--- src/rtl/multi_arbiter_pkg.sv ---
// Shared types for the multi-port memory arbiter: the per-port memory request
// and response structs, the arbiter state enum and the pending-slot struct.
package multi_arbiter_pkg;

  typedef struct packed {
    logic        mem_valid;
    logic        mem_instr;
    logic [31:0] mem_addr;
    logic [31:0] mem_wdata;
    logic [3:0]  mem_wstrb;
  } mem_in_type;

  typedef struct packed {
    logic        mem_ready;
    logic [31:0] mem_rdata;
  } mem_out_type;

  typedef enum logic {
    ST_IDLE = 1'b0,
    ST_BUSY = 1'b1
  } arb_state_type;

  // Request payload without the strobe, as stored in a slot or held for the bus
  typedef struct packed {
    logic        instr;
    logic [31:0] addr;
    logic [31:0] wdata;
    logic [3:0]  wstrb;
  } req_type;

  typedef struct packed {
    logic    pending;
    req_type req;
  } slot_type;

endpackage

--- src/rtl/multi_arbiter_if.sv ---
// Memory-side bus of the arbiter. The arbiter is the master that issues
// requests; the memory is the slave that returns data with a ready pulse.
interface multi_arbiter_if;

  logic        memory_valid;
  logic        memory_instr;
  logic [31:0] memory_addr;
  logic [31:0] memory_wdata;
  logic [3:0]  memory_wstrb;
  logic [31:0] memory_rdata;
  logic        memory_ready;

  modport master (
    output memory_valid, memory_instr, memory_addr, memory_wdata, memory_wstrb,
    input  memory_rdata, memory_ready
  );

  modport slave (
    input  memory_valid, memory_instr, memory_addr, memory_wdata, memory_wstrb,
    output memory_rdata, memory_ready
  );

endinterface

--- src/rtl/multi_arbiter_arb_select.sv ---
// Candidate selection for the arbiter (purely combinational).
// With MULTI_ARBITER_ROUND_ROBIN_EN defined the search starts one past the
// pointer and wraps; otherwise the highest-numbered candidate always wins.
module arb_select
  import multi_arbiter_pkg::*;
#(
  parameter int N_PORTS = 2,
  parameter int IDX_W   = $clog2(N_PORTS)
) (
  input  logic [N_PORTS-1:0] cand_mask,
  input  logic [IDX_W-1:0]   ptr,
  output logic [IDX_W-1:0]   grant_idx,
  output logic               grant_valid
);

`ifdef MULTI_ARBITER_ROUND_ROBIN_EN
  logic [2*N_PORTS-1:0] dbl_mask;
  logic [N_PORTS-1:0]   rot_mask;
  int                   offset;

  // Rotate the mask so bit 0 is the port after the pointer, then take the lowest set bit
  always_comb begin
    dbl_mask    = {cand_mask, cand_mask};
    rot_mask    = N_PORTS'(dbl_mask >> (int'(ptr) + 1));
    offset      = 0;
    grant_valid = 1'b0;
    for (int j = N_PORTS - 1; j >= 0; j--) begin
      if (rot_mask[j]) begin
        offset      = j;
        grant_valid = 1'b1;
      end
    end
    grant_idx = IDX_W'((int'(ptr) + 1 + offset) % N_PORTS);
  end
`else
  logic unused_ptr;
  assign unused_ptr = ^ptr;

  // Fixed priority: the data port sits at the top index, so the highest candidate wins
  always_comb begin
    grant_idx   = '0;
    grant_valid = 1'b0;
    for (int i = 0; i < N_PORTS; i++) begin
      if (cand_mask[i]) begin
        grant_idx   = IDX_W'(i);
        grant_valid = 1'b1;
      end
    end
  end
`endif

endmodule

--- src/rtl/multi_arbiter.sv ---
// N-port to single memory arbiter. Each port owns one pending slot; when the
// arbiter is free it grants one candidate and drives the memory bus in the
// same cycle, then holds the request from a registered copy until ready.
// Optional feature macro: MULTI_ARBITER_ROUND_ROBIN_EN (round-robin instead
// of fixed highest-index priority).
module multi_arbiter
  import multi_arbiter_pkg::*;
#(
  parameter int N_PORTS = 2,
  parameter int IDX_W   = $clog2(N_PORTS)
) (
  input  logic            clock,
  input  logic            reset,
  input  mem_in_type      port_in  [N_PORTS],
  output mem_out_type     port_out [N_PORTS],
  multi_arbiter_if.master mem
);

  arb_state_type      state, state_next;
  logic [IDX_W-1:0]   owner, owner_next;
  logic [IDX_W-1:0]   ptr, ptr_next;
  req_type            held, held_next;
  slot_type           slots      [N_PORTS];
  slot_type           slots_next [N_PORTS];

  logic [N_PORTS-1:0] cand_mask;
  req_type            cand_req [N_PORTS];
  logic [IDX_W-1:0]   grant_idx;
  logic               grant_valid;
  logic               free;
  logic               grant;
  req_type            drive_req;

  // A live request on a port shadows whatever its slot still holds
  always_comb begin
    for (int i = 0; i < N_PORTS; i++) begin
      cand_mask[i] = slots[i].pending | port_in[i].mem_valid;
      if (port_in[i].mem_valid) begin
        cand_req[i] = '{instr: port_in[i].mem_instr, addr: port_in[i].mem_addr,
                        wdata: port_in[i].mem_wdata, wstrb: port_in[i].mem_wstrb};
      end else begin
        cand_req[i] = slots[i].req;
      end
    end
  end

  arb_select #(
    .N_PORTS (N_PORTS),
    .IDX_W   (IDX_W)
  ) u_select (
    .cand_mask   (cand_mask),
    .ptr         (ptr),
    .grant_idx   (grant_idx),
    .grant_valid (grant_valid)
  );

  // Next-state decision plus the memory bus: bypass on grant, held copy while busy
  always_comb begin
    state_next = state;
    owner_next = owner;
    ptr_next   = ptr;
    held_next  = held;
    drive_req  = '0;
    for (int i = 0; i < N_PORTS; i++) begin
      slots_next[i] = slots[i];
    end
    mem.memory_valid = 1'b0;
    mem.memory_instr = 1'b0;
    mem.memory_addr  = '0;
    mem.memory_wdata = '0;
    mem.memory_wstrb = '0;

    free  = (state == ST_IDLE) || mem.memory_ready;
    grant = reset && free && grant_valid;

    if (grant) begin
      state_next = ST_BUSY;
      owner_next = grant_idx;
      held_next  = cand_req[grant_idx];
`ifdef MULTI_ARBITER_ROUND_ROBIN_EN
      ptr_next   = grant_idx;
`endif
    end else if (free) begin
      state_next = ST_IDLE;
    end

    for (int i = 0; i < N_PORTS; i++) begin
      if (grant && (grant_idx == IDX_W'(i))) begin
        slots_next[i].pending = 1'b0;
      end else if (port_in[i].mem_valid) begin
        slots_next[i] = '{pending: 1'b1, req: cand_req[i]};
      end
    end

    if (grant) begin
      drive_req        = cand_req[grant_idx];
      mem.memory_valid = 1'b1;
    end else if (state == ST_BUSY) begin
      drive_req        = held;
      mem.memory_valid = 1'b1;
    end
    mem.memory_instr = drive_req.instr;
    mem.memory_addr  = drive_req.addr;
    mem.memory_wdata = drive_req.wdata;
    mem.memory_wstrb = drive_req.wstrb;
  end

  // Response goes only to the owner registered for the outstanding transaction
  always_comb begin
    for (int i = 0; i < N_PORTS; i++) begin
      port_out[i] = '0;
      if ((state == ST_BUSY) && (owner == IDX_W'(i))) begin
        port_out[i] = '{mem_ready: mem.memory_ready, mem_rdata: mem.memory_rdata};
      end
    end
  end

  // State register; reset drops any outstanding transaction on the spot
  always_ff @(posedge clock or negedge reset) begin
    if (!reset) begin
      state <= ST_IDLE;
      owner <= '0;
      ptr   <= IDX_W'(N_PORTS - 1);
      held  <= '0;
      for (int i = 0; i < N_PORTS; i++) begin
        slots[i] <= '0;
      end
    end else begin
      state <= state_next;
      owner <= owner_next;
      ptr   <= ptr_next;
      held  <= held_next;
      for (int i = 0; i < N_PORTS; i++) begin
        slots[i] <= slots_next[i];
      end
    end
  end

endmodule
--- src/flat_wrapper.sv ---
// flat-port wrapper written by rule: the top's interface ports become plain ports
module multi_arbiter_flat import multi_arbiter_pkg::*;
#(
  parameter int N_PORTS = 2,
  parameter int IDX_W   = $clog2(N_PORTS)
)
  (clock, reset, port_in, port_out, mem_memory_valid, mem_memory_instr, mem_memory_addr, mem_memory_wdata, mem_memory_wstrb, mem_memory_rdata, mem_memory_ready);
  multi_arbiter_if mem_i ();
  input  logic clock;
  input  logic reset;
  input  mem_in_type port_in[N_PORTS];
  output mem_out_type port_out[N_PORTS];
  output wire logic [$bits(mem_i.memory_valid)-1:0] mem_memory_valid;
  output wire logic [$bits(mem_i.memory_instr)-1:0] mem_memory_instr;
  output wire logic [$bits(mem_i.memory_addr)-1:0] mem_memory_addr;
  output wire logic [$bits(mem_i.memory_wdata)-1:0] mem_memory_wdata;
  output wire logic [$bits(mem_i.memory_wstrb)-1:0] mem_memory_wstrb;
  input wire logic [$bits(mem_i.memory_rdata)-1:0] mem_memory_rdata;
  input wire logic [$bits(mem_i.memory_ready)-1:0] mem_memory_ready;
  assign mem_memory_valid = mem_i.memory_valid;
  assign mem_memory_instr = mem_i.memory_instr;
  assign mem_memory_addr = mem_i.memory_addr;
  assign mem_memory_wdata = mem_i.memory_wdata;
  assign mem_memory_wstrb = mem_i.memory_wstrb;
  assign mem_i.memory_rdata = mem_memory_rdata;
  assign mem_i.memory_ready = mem_memory_ready;
  multi_arbiter #(.N_PORTS(N_PORTS), .IDX_W(IDX_W)) u_core (.clock(clock), .reset(reset), .port_in(port_in), .port_out(port_out), .mem(mem_i));
endmodule
--- config.mk ---
export PLATFORM = sky130hd
export DESIGN_NAME = multi_arbiter_flat
export DESIGN_NICKNAME = d
export VERILOG_FILES = /design/src/rtl/multi_arbiter_pkg.sv /design/src/rtl/multi_arbiter_if.sv /design/src/rtl/multi_arbiter_arb_select.sv /design/src/rtl/multi_arbiter.sv /design/src/flat_wrapper.sv
export SDC_FILE = /design/constraint.sdc
export NUM_CORES = 1
export LEC_CHECK = 0
export BUFFER_PORTS_ARGS = -buffer_cell sky130_fd_sc_hd__buf_4
export CAP_MARGIN = 20
export CORE_ASPECT_RATIO = 0.7
export CORE_UTILIZATION = 49
export CTS_BUF_LIST = sky130_fd_sc_hd__clkbuf_2
export DETAILED_ROUTE_END_ITERATION = 8
export PLACE_DENSITY_LB_ADDON = 0.2
export RECOVER_POWER = 100
export SYNTH_ARGS = -nofsm -noshare
export SYNTH_HDL_FRONTEND = slang
export SYNTH_SLANG_ARGS = --single-unit
export TNS_END_PERCENT = 30
--- constraint.sdc ---
create_clock -name clock -period 1.7 [get_ports clock]
set_input_delay 0.17 -clock clock [delete_from_list [all_inputs] [get_ports clock]]
set_output_delay 0.17 -clock clock [all_outputs]
set_load 0.05 [all_outputs]
==> results of run 1 <==
## where the power goes
| part | switching (mW) | internal (mW) |
|---|---|---|
| combinational | 3.98 | 3.48 |
| clock | 2.27 | 1.19 |
| sequential | 0.695 | 5.83 |
## metrics by stage
stage	setup TNS [ps]	hold WS, ps	worst slack (ps)	cell area [um^2]	power, mW
after floorplan	-17130	-125.6	-273.1	12130	10.66
after global placement	-32490	21.32	-279.7	15520	12.68
after detailed placement	-40010	19.65	-335.9	15520	12.84
after CTS	-122830	-12.17	-1168	17920	16.86
after global routing	-133140	22.84	-1228	18430	18.11
final	-117120	48.95	-1147	18430	17.45
## registers in the layout, indices dropped and copies added (netlist names)
signal	count
u_core.slots	140
u_core.held	69
u_core.owner	1
u_core.state	1
## kinds of logic (layout without fill, tap and decap cells)
family                 after synthesis  count (layout)  synth area share, %
AO/OA/AOI/OAI                      284             284                23.00
AND/OR/NAND/NOR                    146             146                9.902
flip-flops                         211             211                48.65
other                                0               5                    0
multiplexers                       138             138                14.32
buffers and inverters              105             663                4.138
## worst min-delay path by stage
stage	start	end	slack [ps]	cells after the start
after global placement	reset	u_core.slots[139]	20	1
after detailed placement	reset	u_core.slots[139]	20	1
after CTS	port_in[69]	u_core.slots[139]	-10	4
after floorplan	reset	u_core.held[0]	-130	0
after global routing	port_in[139]	u_core.slots[139]	20	4
final	mem_memory_ready	u_core.state	50	4
## area by class of cell
type                    instances  area share (%)
clock buffers                  76           2.064
inverters                       3         0.06111
multi-input cells             568           36.08
diodes                          5         0.06790
repair buffers                568           30.78
flip-flops and latches        211           28.67
well taps                     282           1.915
clock inverters                16          0.3666
## synth_stat cells, drive strengths merged
cell / number / area (um^2)
dfrtp: 211 / 5280
o2bb2ai: 139 / 1217
mux2: 138 / 1554
o2111ai: 69 / 604.3
or3b: 69 / 604.3
a221oi: 68 / 595.6
clkbuf: 65 / 244.0
buf: 37 / 193.9
and2: 33 / 206.5
and3: 33 / 206.5
nand2: 4 / 15.01
a31oi: 3 / 40.04
inv: 3 / 11.26
a21oi: 2 / 13.76
nor2: 2 / 7.510
a211o: 1 / 8.760
nand2b: 1 / 6.260
nand3: 1 / 5.000
nor2b: 1 / 6.260
o211ai: 1 / 7.510
o22a: 1 / 8.760
or2: 1 / 6.260
or4: 1 / 11.26
## repair_timing
action,CTS,global route
pin swaps,0,3
cloned,1,1
buffers inserted,2,3
hold endpoints to repair,421,2
setup endpoints to repair,221,261
hold buffers,142,2
gates resized for setup,127,115
## layer usage
layer	routed length, um	part of all wire, %	track usage, %
met5	0	0	0
met3	3801	8.9	8.297
met1	17140	40	46.95
met4	1487	3.5	15.31
met2	20400	48	57.06
## worst max-delay path: stages (launching register included)
cell	delay, ps
dfrtp_2	440
or4_4	510
a31oi_4	210
buf_6	150
buf_16	120
buf_12	160
o2bb2ai_4	140
buf_6	180
==> flow_summary_export.csv, run 1 <==
group,metric,value,unit
global_route,grt_pass1_wl,63.81,mm
clock_network,cts_max_path_buffers,3,
routing,wl_per_cell,24.77,um
setup_path,r2r_start,"u_core.slots[69]",
setup_path,crit_path_start,"u_core.slots[69]",
flow_run,maxCapViolCount,0,
clock_network,cts_root_buffer,"clkbuf_2",
timing,finalSetupViolCount,300,
routing,drt_first_iter_violations,897,
timing,slew_headroom,29.78,%
clock_network,numClockSinks,211,
finish,nFillCells,1056,
timing,period_needed,2847,ps
placement,hpwl,24.87,mm
die,die_h,126.5,um
setup_path,reg2reg_slack,-210,ps
logic_synthesis,syn_area_per_cell,12.28,um^2
finish,layout_commonest_cell,"buf_4",
clock_network,clkTransAtPathRegs,110,ps
pwr,power_density,946.9,mW/mm^2
routing,ant_nets,0,
setup_path,crit_type,"reg -> out",
die,die_x,179.9,um
global_route,antenna_found_initial,5,
setup_path,cp-end-kind,"primary output",
worst_hold_path,hold_class,"in -> reg",
routing,vias,10860,
timing,setup_ws,-1147,ps
global_route,grt_start_max_net_pins,54,
clock_network,cts_tree,"built",
die,rows,45,
timing,fmax,0.3512,GHz
logic_synthesis,synth-seq-cells,211,
timing,post-route-period-util,167.5,%
logic_synthesis,synth_seq_area_share,48.65,%
clock_network,h-tree-depth,2,
timing,hold_viol_final,0,
placement,finalWeightedCongestion,0.8777,
die,dieArea,0.02276,mm^2
die,start_util,50.07,%
setup_path,required,1530,ps
setup_path,crit_path_end,"mem_memory_addr[2]",
routing,post-route-drc-count,23,
timing,worst_pin_slew,1053,ps
setup_path,rr_endpoint,"u_core.slots[124]",
finish,fin_nets,1578,
setup_path,rr_worst_depth,6,
global_route,grt_pass1_vias,11160,
finish,area_growth,69.78,%
timing,grt_setup_unrepaired,"true",
logic_synthesis,yosys.cell_types.count,30,
pwr,ir_drop,704.3,uV
clock_network,cts_made_buffers,51,
status,status,"finished, violations left",
finish,layout.cells.non_filler,1729,
placement,port-buffer-count,310,
global_route,grt-ovfl-total,0,
clock_network,clock_latency,830,ps
logic_synthesis,syn_area,0.01085,mm^2
finish,drive_gt1_share,57.07,%
finish,regArea,0.005283,mm^2
global_route,grt_use_total,35.71,%
finish,multi_input_area,0.006649,mm^2
setup_path,arrival,2680,ps
setup_path,startpoint_type,"flop",
routing,drtPass1Iterations,9,
pwr,power_leakage,7.693,nW
finish,fin_util,85.01,%
die,ios,311,
timing,finClkSkew,76.05,ps
finish,final_cell_mix,"buf_4, dfrtp_1, dlygate4sd3_1, mux2_2, buf_6",
setup_path,crit_path_max_fanout,8,
logic_synthesis,ys.warnings.count,0,
die,core_region_area,0.02168,mm^2
placement,dp_cells,1481,
routing,via_per_inst,6.282,
status,violations,"DRC, setup timing",
timing,drv_slew,0,
logic_synthesis,syn_inst,884,
logic_synthesis,synthesis.nets,1059,
routing,routed_wl,42.83,mm
Note: power is estimated with default switching activity, not from simulation.
==> run 2: changes to the inputs <==
Settings changed: CORE_UTILIZATION 49 to 48, CTS_BUF_LIST sky130_fd_sc_hd__clkbuf_2 to not set.
==> flow_summary_export.csv, run 2 (synthesized netlist as in run 1, its figures left out) <==
group,metric,value,unit
setup_path,crit_slowest_cell,"dfrtp_2",
clock_network,clkTransAtPathRegs,70,ps
clock_network,clock_latency,510,ps
timing,fmax,0.3869,GHz
setup_path,startpoint_type,"flop",
pwr,power_frac_seq,33.3,%
timing,post-route-period-util,152.0,%
setup_path,slowest_delay,420,ps
pwr,p_comb_share,41.7,%
die,die_x,181.7,um
pwr,p_sw_share,36.90,%
pwr,power_leakage,8.406,nW
finish,final_cell_mix,"buf_4, dfrtp_1, dlygate4sd3_1, mux2_2, buf_6",
setup_path,crit_type,"reg -> out",
placement,finalWeightedCongestion,0.8161,
placement,dp_cells,1541,
finish,fin_nets,1625,
finish,top_regs,"u_core.slots: 140 flops, u_core.held: 69 flops",
timing,period_needed,2585,ps
setup_path,crit_path_max_fanout,28,
die,ios,311,
routing,wl_per_cell,29.91,um
clock_network,cts_max_path_buffers,3,
routing,vias,11910,
worst_hold_path,hp-start,"port_in[80]",
routing,drtPass1Iterations,6,
finish,top_register,"u_core.slots",
die,rows,45,
routing,post-route-drc-count,0,
routing,via_per_inst,6.798,
die,dieArea,0.02323,mm^2
flow_run,maxCapViolCount,0,
setup_path,path_cells,"buf_4, or2_2, buf_12, a221oi_1, buf_4, o2bb2ai_4, buf_6",
global_route,grt_pass1_vias,11700,
clock_network,cts_tree,"built",
worst_hold_path,holdPathStages,4,
die,die_h,127.8,um
setup_path,crit_path_start,"u_core.slots[69]",
pwr,power_density,1003,mW/mm^2
setup_path,rr_worst_depth,10,
timing,setup_tns,-106040,ps
status,status,"finished, violations left",
timing,finClkSkew,8.695,ps
global_route,grt_start_max_net_pins,53,
finish,area_growth,83.45,%
global_route,grt_pass1_wl,68.50,mm
timing,finalSetupViolCount,267,
pwr,pwr-share-clk,25.0,%
setup_path,r2r_start,"u_core.slots[69]",
finish,layout.cells.non_filler,1752,
global_route,grt-ovfl-total,0,
clock_network,h-tree-depth,1,
pwr,ir_drop,982.0,uV
clock_network,cts_made_buffers,21,
global_route,antenna_found_initial,3,
clock_network,cts_root_buffer,"clkbuf_16",
timing,setup_ws,-884.8,ps
pwr,power_switching,7.366,mW
timing,grt_setup_unrepaired,"true",
finish,drive_gt1_share,62.80,%
timing,slew_headroom,50.27,%
finish,largest_reg_flops,140,
setup_path,path_common_cell,"buf_4",
clock_network,numClockSinks,211,
finish,layout_commonest_cell,"buf_4",
pwr,p_int,12.60,mW
die,core_region_area,0.02190,mm^2
timing,worst_pin_slew,743.5,ps
routing,drt_first_iter_violations,1308,
setup_path,required,1530,ps
routing,routed_wl,52.40,mm
placement,port-buffer-count,310,
worst_hold_path,hold_class,"in -> reg",
routing,ant_nets,0,
setup_path,cp-end-kind,"primary output",
global_route,grt_use_total,38.00,%
die,start_util,49.56,%
status,violations,"setup timing",
timing,hold_viol_final,0,
setup_path,arrival,2410,ps
timing,drv_slew,0,
placement,hpwl,25.46,mm
-- run 2: cell types whose count changed in the layout (fill, tap and decap cells not counted), sizes merged --
cell,delta
bufinv,+2
clkbuf,-46
buf,+77
clkinv,-11
inv,+1
-- run 2: cell type report --
cell class / count / area (um^2)
antenna: 5 / 12.51
multi-input combinational: 568 / 7027
clock inverter: 8 / 100.1
timing repair buffer: 645 / 6516
clock buffer: 30 / 609.3
sequential: 211 / 5283
fill: 792 / 1991
inverter: 3 / 11.26
tap: 282 / 352.8
-- run 2: per-stage QoR --
step	power [mW]	utilization, %	instance area [um^2]	hold slack (ps)	worst slack (ps)
after floorplan	10.66	-	12130	-125.6	-273.1
after global placement	12.91	73.30	16050	53.53	-298.2
after detailed placement	13.08	73.30	16050	54.44	-329.1
after CTS	18.82	87.32	19130	2.176	-828.7
after global routing	20.38	90.89	19910	110.5	-934.8
final	19.96	90.91	19910	103.1	-884.8
-- run 2: path summary, 6_finish.rpt --
path / to / slack, ps
hold reg to reg: u_core.slots[46] / 510
setup / recovery: mem_memory_addr[13] / -880
max in group asynchronous: u_core.slots[53] / -30
setup reg to reg: u_core.held[26] / -520
hold / removal: u_core.held[10] / 100
min in group asynchronous: u_core.slots[42] / 360
-- run 2: critical path, delay by kind of cell, from the launching register on --
kind	cells	cell delay [ps]
and+or+nand+nor	1	350
buffers and inverters	4	720
AOI/OAI and AO/OA	2	380
DFF	1	420
-- run 2: power groups by stage --
stage | combinational [mW] | sequential, mW | clock, mW
floorplan | 4.28 | 6.39 | 0
global placement | 6.44 | 6.47 | 0
detailed placement | 6.56 | 6.53 | 0
CTS | 7.49 | 6.45 | 4.88
global route | 8.55 | 6.68 | 5.14
finish | 8.32 | 6.66 | 4.99
-- run 2: repair_timing --
action                     in CTS  in global routing
gates cloned                    3                  6
hold buffers                  145                  1
setup endpoints to repair     259                275
hold endpoints to repair      238                  1
resized for setup             197                135
buffers inserted               10                  4
pin swaps                      10                  5
-- run 2: metal layers --
layer	track usage [%]	wire length (um)	part of all wire (%)	up-vias
met5	0	0	0	-
li1	-	-	-	4705
met2	63.69	25270	48	949
met1	49.82	19460	37	6023
met4	13.51	2480	4.7	0
met3	6.818	5184	9.9	233
==> run 3: changes to the inputs <==
--- a/config.mk
+++ b/config.mk
@@ -7,5 +7,5 @@
 export LEC_CHECK = 0
 export BUFFER_PORTS_ARGS = -buffer_cell sky130_fd_sc_hd__buf_4
-export CAP_MARGIN = 20
+export CAP_MARGIN = 10
 export CORE_ASPECT_RATIO = 0.7
 export CORE_UTILIZATION = 48
@@ -16,3 +16,2 @@
 export SYNTH_HDL_FRONTEND = slang
 export SYNTH_SLANG_ARGS = --single-unit
-export TNS_END_PERCENT = 30
==> constraint.sdc (replaced) <==
create_clock -name clock -period 1.7 [get_ports clock]
set_input_delay 0.17 -clock clock [delete_from_list [all_inputs] [get_ports clock]]
set_output_delay 0.17 -clock clock [all_outputs]
set_load 0.005 [all_outputs]
==> flow_summary_export.csv, run 3 (synthesized netlist as in run 1, its figures left out) <==
group,metric,value,unit
status,status,"finished, violations left",
status,violations,"setup timing",
finish,top_register,"u_core.slots",
die,dieArea,0.02323,mm^2
timing,hold_viol_final,0,
clock_network,clkTransAtPathRegs,60,ps
global_route,grt_use_met1,46.51,%
global_route,grt-ovfl-total,0,
finish,area_growth,66.27,%
routing,drtPass1Iterations,5,
pwr,ir_drop,633.0,uV
finish,largest_reg_flops,140,
setup_path,cp-end-kind,"primary output",
setup_path,required,1530,ps
clock_network,h-tree-depth,1,
pwr,power.total,17.13,mW
die,core_region_area,0.02190,mm^2
placement,finalWeightedCongestion,0.8270,
global_route,grt_use_total,35.29,%
die,ios,311,
pwr,pwr-share-clk,31.6,%
clock_network,cts_made_buffers,22,
die,die_x,181.7,um
setup_path,startpoint_type,"flop",
routing,via_per_inst,6.355,
clock_network,numClockSinks,211,
routing,wl_per_cell,25.44,um
global_route,top_usage_layer,"met2",
pwr,power_leakage,7.754,nW
pwr,p_int,12.08,mW
global_route,grtUsageMet3,8.153,%
global_route,grt_pass1_vias,10960,
timing,fmax,0.3885,GHz
pwr,p_comb_share,30.7,%
timing,finalSetupViolCount,212,
routing,ant_nets,0,
global_route,grt_start_max_net_pins,40,
pwr,power_density,948.9,mW/mm^2
worst_hold_path,hold_class,"in -> reg",
flow_run,maxCapViolCount,0,
timing,post-route-period-util,151.4,%
setup_path,reg2reg_slack,-300,ps
finish,fin_nets,1570,
setup_path,arrival,2400,ps
placement,hpwl,23.61,mm
routing,drt_first_iter_violations,1085,
die,start_util,49.56,%
pwr,power_frac_seq,37.7,%
timing,slew_headroom,57.29,%
timing,grt_setup_unrepaired,"true",
finish,drive_gt1_share,59.08,%
timing,worst_pin_slew,640.7,ps
pwr,power_switching,5.049,mW
placement,port-buffer-count,310,
setup_path,crit_type,"reg -> out",
global_route,antenna_found_initial,1,
finish,fin_util,82.40,%
routing,post-route-drc-count,0,
timing,period_needed,2574,ps
timing,setup_ws,-873.7,ps
clock_network,cts_tree,"built",
clock_network,cts_root_buffer,"clkbuf_16",
clock_network,clock_latency,510,ps
placement,pre_cts_ws,-203.7,ps
clock_network,cts_max_path_buffers,3,
timing,drv_slew,0,
finish,top_regs,"u_core.slots: 140 flops, u_core.held: 69 flops",
finish,final_cell_mix,"buf_4, dfrtp_1, dlygate4sd3_1, mux2_2",
die,rows,45,
global_route,grt_pass1_wl,63.66,mm
global_route,grt_util_met2,58.57,%
timing,finClkSkew,15.67,ps
finish,layout_commonest_cell,"buf_4",
routing,vias,10770,
pwr,p_sw_share,29.48,%
routing,routed_wl,43.10,mm
setup_path,crit_path_max_fanout,30,
die,die_h,127.8,um
run 3: cell types whose count changed in the layout (fill, tap and decap cells not counted), moves of 12 or more:
cell and change:
o2bb2ai_2 +19, buf_8 -37, mux2_2 +20, buf_4 +86, clkbuf_1 -12, o2bb2ai_1 +37
a221oi_2 +25, and2_1 +32, and2_4 -32, o2bb2ai_4 -56, a221oi_1 -26, mux2_4 -20
buf_6 -91
run 3: worst max-delay path: stages, from the launching register on:
cell,delay [ps]
dfrtp_2,400
buf_4,190
or2_4,280
buf_12,180
a221oi_1,460
o2bb2ai_1,190
buf_4,170
run 3: power by group through the flow:
stage          clock, mW  sequential, mW  combinational, mW
2_1_floorplan          0            6.22               2.05
3_3_place_gp           0            6.30               3.95
3_5_place_dp           0            6.34               4.04
4_1_cts             5.37            6.31               4.79
5_1_grt             5.65            6.52               5.53
6_report            5.42            6.45               5.26
run 3: metal layers:
| metal | wire length, um | vias up |
|---|---|---|
| li1 | - | 4613 |
| met1 | 17590 | 5475 |
| met2 | 20990 | 585 |
| met3 | 3535 | 92 |
| met4 | 988 | 0 |
| met5 | 0 | - |
run 3: metrics by stage:
| stage | instances | TNS [ps] | hold WS, ps | instance area [um^2] |
|---|---|---|---|---|
| 5_1_grt | 1693 | -78110 | 103.6 | 18040 |
| 3_5_place_dp | 1480 | -9541 | 21.51 | 14320 |
| 2_1_floorplan | 884 | -364.1 | -125.6 | 10940 |
| 4_1_cts | 1686 | -55090 | 76.68 | 17400 |
| 6_report | 1694 | -66420 | 76.96 | 18050 |
| 3_3_place_gp | 1480 | -7906 | 22.56 | 14320 |
run 3: repair_timing:
| item | CTS | global route |
|---|---|---|
| resized for setup | 78 | 96 |
| endpoints found under the setup margin | 124 | 321 |
| cloned | 9 | 3 |
| pin swaps | 0 | 0 |
| endpoints found under the hold margin | 285 | 0 |
| hold buffers | 146 | 0 |
| buffers inserted | 12 | 4 |
run 3: path summary, 6_finish.rpt:
kind                                   from                  to  depth (start not counted)
max                        u_core.slots[69]  mem_memory_addr[3]                          6
min                            port_in[137]     u_core.held[67]                          4
max reg2reg                u_core.slots[69]     u_core.held[27]                          9
min reg2reg                  u_core.held[3]      u_core.held[3]                          1
max in group asynchronous             reset    u_core.slots[84]                          4
min in group asynchronous             reset      u_core.held[3]                          2
run 3: final cells by class:
type	count	area [um^2]
flip-flops and latches	211	5283
inverters	3	13.76
clock inverters	9	147.6
repair buffers	589	5472
clock buffers	30	651.9
fillers	1180	3855
multi-input cells	568	6122
diodes	2	5.005
well taps	282	352.8
